### src/rtl/clk_ctrl_pkg.sv
// Shared definitions for the core clock-step controller.
// Holds the controller state encoding and the default widths of the
// step counter and the prescaler ratio.  No ports; imported by
// clk_prescaler and clk_step_ctrl.
package clk_ctrl_pkg;

    localparam int CNT_W_DEF = 16;
    localparam int DIV_W_DEF = 8;

    localparam logic [1:0] ENC_HALTED = 2'd0;
    localparam logic [1:0] ENC_RUN    = 2'd1;
    localparam logic [1:0] ENC_STEP   = 2'd2;

    typedef enum logic [1:0] {
        HALTED = ENC_HALTED,
        RUN    = ENC_RUN,
        STEP   = ENC_STEP
    } state_t;

endpackage

### src/rtl/clk_prescaler.sv
// Programmable prescaler that paces the core clock-enable.
// Counts 0..ratio while enabled and wraps back to 0; tick is high in
// the cycle where the count equals ratio.
// Ports:
//   clk   - system clock
//   rst   - asynchronous active-high reset
//   en    - advance the count this cycle
//   clr   - force the count back to 0 (wins over en)
//   ratio - terminal count (enable period minus one)
//   tick  - count has reached ratio
module clk_prescaler
    import clk_ctrl_pkg::*;
#(
    parameter int DIV_W = DIV_W_DEF
) (
    input  logic             clk,
    input  logic             rst,
    input  logic             en,
    input  logic             clr,
    input  logic [DIV_W-1:0] ratio,
    output logic             tick
);

    logic [DIV_W-1:0] pcnt;

    // Tick is decoded from the count register only, so the enable it
    // produces downstream carries no combinational path from inputs.
    assign tick = (pcnt == ratio);

    // The counter restarts from 0 whenever it is cleared, so the first
    // tick after a clear lands exactly ratio+1 cycles later.
    always_ff @(posedge clk or posedge rst) begin
        if (rst) begin
            pcnt <= '0;
        end else if (clr) begin
            pcnt <= '0;
        end else if (en) begin
            pcnt <= tick ? '0 : pcnt + DIV_W'(1);
        end
    end

endmodule

### src/rtl/clk_step_ctrl.sv
// Run/step/halt controller producing the clock-enable for a core datapath.
// The core either free-runs (RUN), executes a counted burst of enables
// (STEP) or is stopped (HALTED).  Enables are spaced div_ratio+1 cycles
// apart by a prescaler; the period is latched on entry to RUN or STEP.
// Ports:
//   clk, rst   - system clock, asynchronous active-high reset
//   run_req    - level, request free-running enables
//   halt_req   - pulse, stop all enables (highest priority)
//   step_req   - pulse, start a burst of step_n enables
//   step_n     - burst length, sampled with step_req
//   div_ratio  - enable period minus one, sampled on RUN/STEP entry
//   cpu_ce     - clock enable to the core
//   step_done  - one-cycle pulse when a burst completes
//   steps_left - enables remaining in the current/aborted burst
//   halted     - controller is in HALTED
//   busy       - controller is in RUN or STEP
module clk_step_ctrl
    import clk_ctrl_pkg::*;
#(
    parameter int CNT_W = CNT_W_DEF,
    parameter int DIV_W = DIV_W_DEF
) (
    input  logic             clk,
    input  logic             rst,
    input  logic             run_req,
    input  logic             halt_req,
    input  logic             step_req,
    input  logic [CNT_W-1:0] step_n,
    input  logic [DIV_W-1:0] div_ratio,
    output logic             cpu_ce,
    output logic             step_done,
    output logic [CNT_W-1:0] steps_left,
    output logic             halted,
    output logic             busy
);

    state_t           state;
    logic [DIV_W-1:0] div_latched;
    logic             tick;
    logic             active;
    logic             last_step;
    logic             leaving;
    logic             ps_clr;

    // Status and enable are pure decodes of registered state, so cpu_ce
    // drops as soon as reset forces the state back to HALTED.
    assign active    = (state == RUN) || (state == STEP);
    assign cpu_ce    = active && tick;
    assign busy      = active;
    assign halted    = (state == HALTED);
    assign last_step = (state == STEP) && tick && (steps_left <= CNT_W'(1));

    // The prescaler is also cleared on the edge that leaves RUN/STEP so
    // the count already reads 0 in the first HALTED cycle.
    assign leaving = ((state == RUN)  && (halt_req || !run_req)) ||
                     ((state == STEP) && (halt_req || last_step));
    assign ps_clr  = (state == HALTED) || leaving;

    clk_prescaler #(
        .DIV_W (DIV_W)
    ) u_prescaler (
        .clk   (clk),
        .rst   (rst),
        .en    (active),
        .clr   (ps_clr),
        .ratio (div_latched),
        .tick  (tick)
    );

    // Main controller.  HALTED arbitrates halt > step > run; RUN and STEP
    // ignore new step/run requests.  An enable that coincides with a halt
    // still consumes a step, but an aborted burst never reports done.
    always_ff @(posedge clk or posedge rst) begin
        if (rst) begin
            state       <= HALTED;
            steps_left  <= '0;
            div_latched <= '0;
            step_done   <= 1'b0;
        end else begin
            step_done <= 1'b0;
            case (state)
                HALTED: begin
                    if (halt_req) begin
                        state <= HALTED;
                    end else if (step_req) begin
                        if (step_n != '0) begin
                            state       <= STEP;
                            steps_left  <= step_n;
                            div_latched <= div_ratio;
                        end else begin
                            step_done <= 1'b1;
                        end
                    end else if (run_req) begin
                        state       <= RUN;
                        div_latched <= div_ratio;
                    end
                end
                RUN: begin
                    if (halt_req || !run_req) begin
                        state <= HALTED;
                    end
                end
                STEP: begin
                    if (halt_req) begin
                        state <= HALTED;
                        if (cpu_ce && (steps_left != '0)) begin
                            steps_left <= steps_left - CNT_W'(1);
                        end
                    end else if (last_step) begin
                        state      <= HALTED;
                        steps_left <= '0;
                        step_done  <= 1'b1;
                    end else if (cpu_ce) begin
                        steps_left <= steps_left - CNT_W'(1);
                    end
                end
                default: begin
                    state <= HALTED;
                end
            endcase
        end
    end

endmodule

### config.mk
export PLATFORM = sky130hd
export DESIGN_NAME = clk_step_ctrl
export DESIGN_NICKNAME = d
export VERILOG_FILES = /design/src/rtl/clk_ctrl_pkg.sv /design/src/rtl/clk_prescaler.sv /design/src/rtl/clk_step_ctrl.sv
export SDC_FILE = /design/constraint.sdc
export NUM_CORES = 1
export LEC_CHECK = 0
export ABC_CLOCK_PERIOD_IN_PS = 4350
export CAP_MARGIN = 15
export CORE_MARGIN = 1.5
export CORE_UTILIZATION = 41
export DETAILED_ROUTE_END_ITERATION = 8
export GPL_TIMING_DRIVEN = 0
export PLACE_DENSITY = 0.67
export SYNTH_ARGS = -nofsm -noshare
export SYNTH_HDL_FRONTEND = slang
export SYNTH_SLANG_ARGS = --single-unit
### constraint.sdc
create_clock -name clk -period 4.35 [get_ports clk]
set_input_delay 0.87 -clock clk [delete_from_list [all_inputs] [get_ports clk]]
set_output_delay 0.87 -clock clk [all_outputs]
set_load 0.005 [all_outputs]
==> results.yml <==
outcome:
  status: "finished clean"
setup_path:
  cp-startpoint: "u_prescaler.pcnt[4]"
  endpoint_kind: "output port"
  crit_family: "simple AND/OR/NAND/NOR gates"
  crit_required_ns: 3.48
  crit_type: "flop to output port"
  critPathLaunchType: "flop"
  path_max_fanout: 8
  slowest_delay_ns: 0.65
  worstPathCellList: "xor2_1, nor4_2, nand2_1, nor2_1, clkdlybuf4s50_1"
  critPathBufInv: 1
  r2r-start: "state[0]"
  critPathArrivalTime_ns: 2.77
  slowest_stage: "nor4_2"
layout:
  area_growth_pct: 27.1
  final_cell_mix: "48 x clkdlybuf4s50_1, 35 x dfrtp_1, 17 x nand2_1"
  layout_commonest_cell: "clkdlybuf4s50_1"
  regArea_um2: 876
  nFillCells: 556
  multi_input_area_um2: 1550
  final_util: 0.545
  nNetsFinal: 362
  finalNonFillerCells: 401
  antenna_cells: 0
  drive_above_1_share: 0.147
sta:
  fmax_mhz: 275
  tns_ns: 0
  finalWorstSetupSlack_ns: 0.714
  post-route-min-period_ns: 3.64
  setup_viol_count_final: 0
  worstMarginPinSlew_ns: 0.855
  period_share: 0.836
  finalClockSkew_ns: 0.0131
  slew_viol_final: 0
  rsz0062_at_grt: "false"
  maxSlewHeadroom: 0.430
  final-hold-violation-count: 0
global_route:
  antenna_found_initial: 0
  overflow: 0
  first_global_vias: 2397
  grt_start_max_net_pins: 21
  grt.total_usage: 0.238
  grt_pass1_wl_um: 12100
routing:
  drt_iter0_markers: 132
  wirelength_um: 7470
  firstDrtPassIters: 7
  vias_per_cell: 6.10
  postRouteAntennaNets: 0
  num_vias: 2446
  avgRoutedWirePerCell_um: 18.6
  drc_errors: 0
synth:
  yosysSeqAreaShare: 0.341
  syn_inst: 268
  synth_flop_cell: "dfrtp_1"
  synth_edf_count: 0
  syn_nets: 305
  ys.warnings.count: 0
  async_reset_ff_frac: 1.00
  synth_cell_type_count: 64
  syn_area_um2: 2570
  avgSynthCellArea_um2: 9.58
  synth-seq-cells: 35
run:
  cap_viol_max_count: 0
pwr:
  p_switching_mw: 0.709
  power_frac_comb: 0.498
  finalPower_mw: 1.67
  power.density_nw_per_um2: 511
  power.internal_mw: 0.959
  clockPowerShare: 0.149
  p_leak_nw: 1.30
  p_seq_frac: 0.353
  swShare: 0.425
  vdd_drop_max_v: 0.000300
clocking:
  cts_tree: "done"
  cts_setup_buffers: 0
  ctsHoldBuffers: 0
  htreeDepth: 2
  clock-sinks: 35
  cts_buffers: 5
  cts_resized: 0
  cts.clk_slew.worst_paths_ns: 0.08
  clk_latency_ns: 0.30
  cts_max_path_buffers: 2
  root_buffer: "clkbuf_8"
min_path:
  hold_path.class: "flop to flop"
  hp-start: "div_latched[1]"
die:
  io_pins: 49
  die_height_um: 82.1
  core_um2: 5990
  die_area_um2: 6750
  start_util: 0.429
  num_rows: 28
  fp.dieW_um: 82.1
place:
  pre_cts_ws_ns: 1.10
  gp_congestion: 0.880
  hpwl_um: 5520
  dp_cells: 393
  portBuffers: 48
## power groups by stage
stage	clock network [mW]	registers, mW	logic, mW
global route	0.264	0.606	0.897
CTS	0.250	0.586	0.827
global placement	0	0.590	0.808
detailed placement	0	0.593	0.821
floorplan	0	0.555	0.507
finish	0.249	0.588	0.831
## layout make-up
type | instances | area share
tap | 75 | 0.0288
timing repair buffer | 50 | 0.157
sequential | 35 | 0.268
multi-input combinational | 207 | 0.476
inverter | 14 | 0.0161
clock buffer | 5 | 0.0211
buffer | 12 | 0.0261
clock inverter | 3 | 0.00613
## routing by layer
layer | vias up | global-route usage | routed length, µm
li1 | 1151 | - | -
met1 | 1167 | 0.314 | 3270
met2 | 113 | 0.389 | 3610
met3 | 15 | 0.0473 | 453
met4 | 0 | 0.0814 | 139
met5 | - | 0 | 0
## final timing paths
kind / endpoint / slack (ns) / cells past startpoint
max: cpu_ce / 0.71 / 5
min: div_latched[1] / 0.54 / 1
max reg2reg: steps_left[2] / 1.25 / 9
min reg2reg: div_latched[1] / 0.54 / 1
max in group asynchronous: u_prescaler.pcnt[3] / 2.81 / 3
min in group asynchronous: steps_left[6] / 0.98 / 2
## sequential cells by signal, summed over array words and instances (netlist names)
name,count
state,2
steps_left,16
u_prescaler.pcnt,8
div_latched,8
step_done,1
## cell families after synthesis
family,count (synthesis),share of synthesized area
mux,12,0.0531
xor+xnor,10,0.0341
fa+ha+maj,8,0.0390
buf+inv,26,0.0536
flops,35,0.341
simple gates,97,0.238
compound gates,80,0.241
## cells in the mapped netlist, drive strengths merged (4+ instances only)
| master | count | share of area |
|---|---|---|
| or4 | 6 | 0.020 |
| buf | 7 | 0.026 |
| a22oi | 4 | 0.012 |
| nor3 | 8 | 0.016 |
| nand2 | 17 | 0.025 |
| ha | 8 | 0.039 |
| nor2 | 15 | 0.022 |
| nor2b | 8 | 0.019 |
| a21oi | 14 | 0.029 |
| mux2 | 10 | 0.045 |
| o211ai | 7 | 0.022 |
| a211oi | 10 | 0.029 |
| dfrtp | 35 | 0.34 |
| a22o | 6 | 0.020 |
| and3 | 4 | 0.0097 |
| or3 | 5 | 0.012 |
| o22ai | 6 | 0.022 |
| clkbuf | 5 | 0.0073 |
| o21ai | 10 | 0.024 |
| a31oi | 5 | 0.017 |
| xor2 | 10 | 0.034 |
| nor4 | 14 | 0.053 |
| inv | 13 | 0.019 |
## through the flow
step	instance area (µm²)	hold slack, ns
floorplan	2570	0.501
global placement	3140	0.514
detailed placement	3170	0.524
CTS	3260	0.541
global route	3260	0.553
finish	3260	0.535
Note: power is estimated with default switching activity, not from simulation.
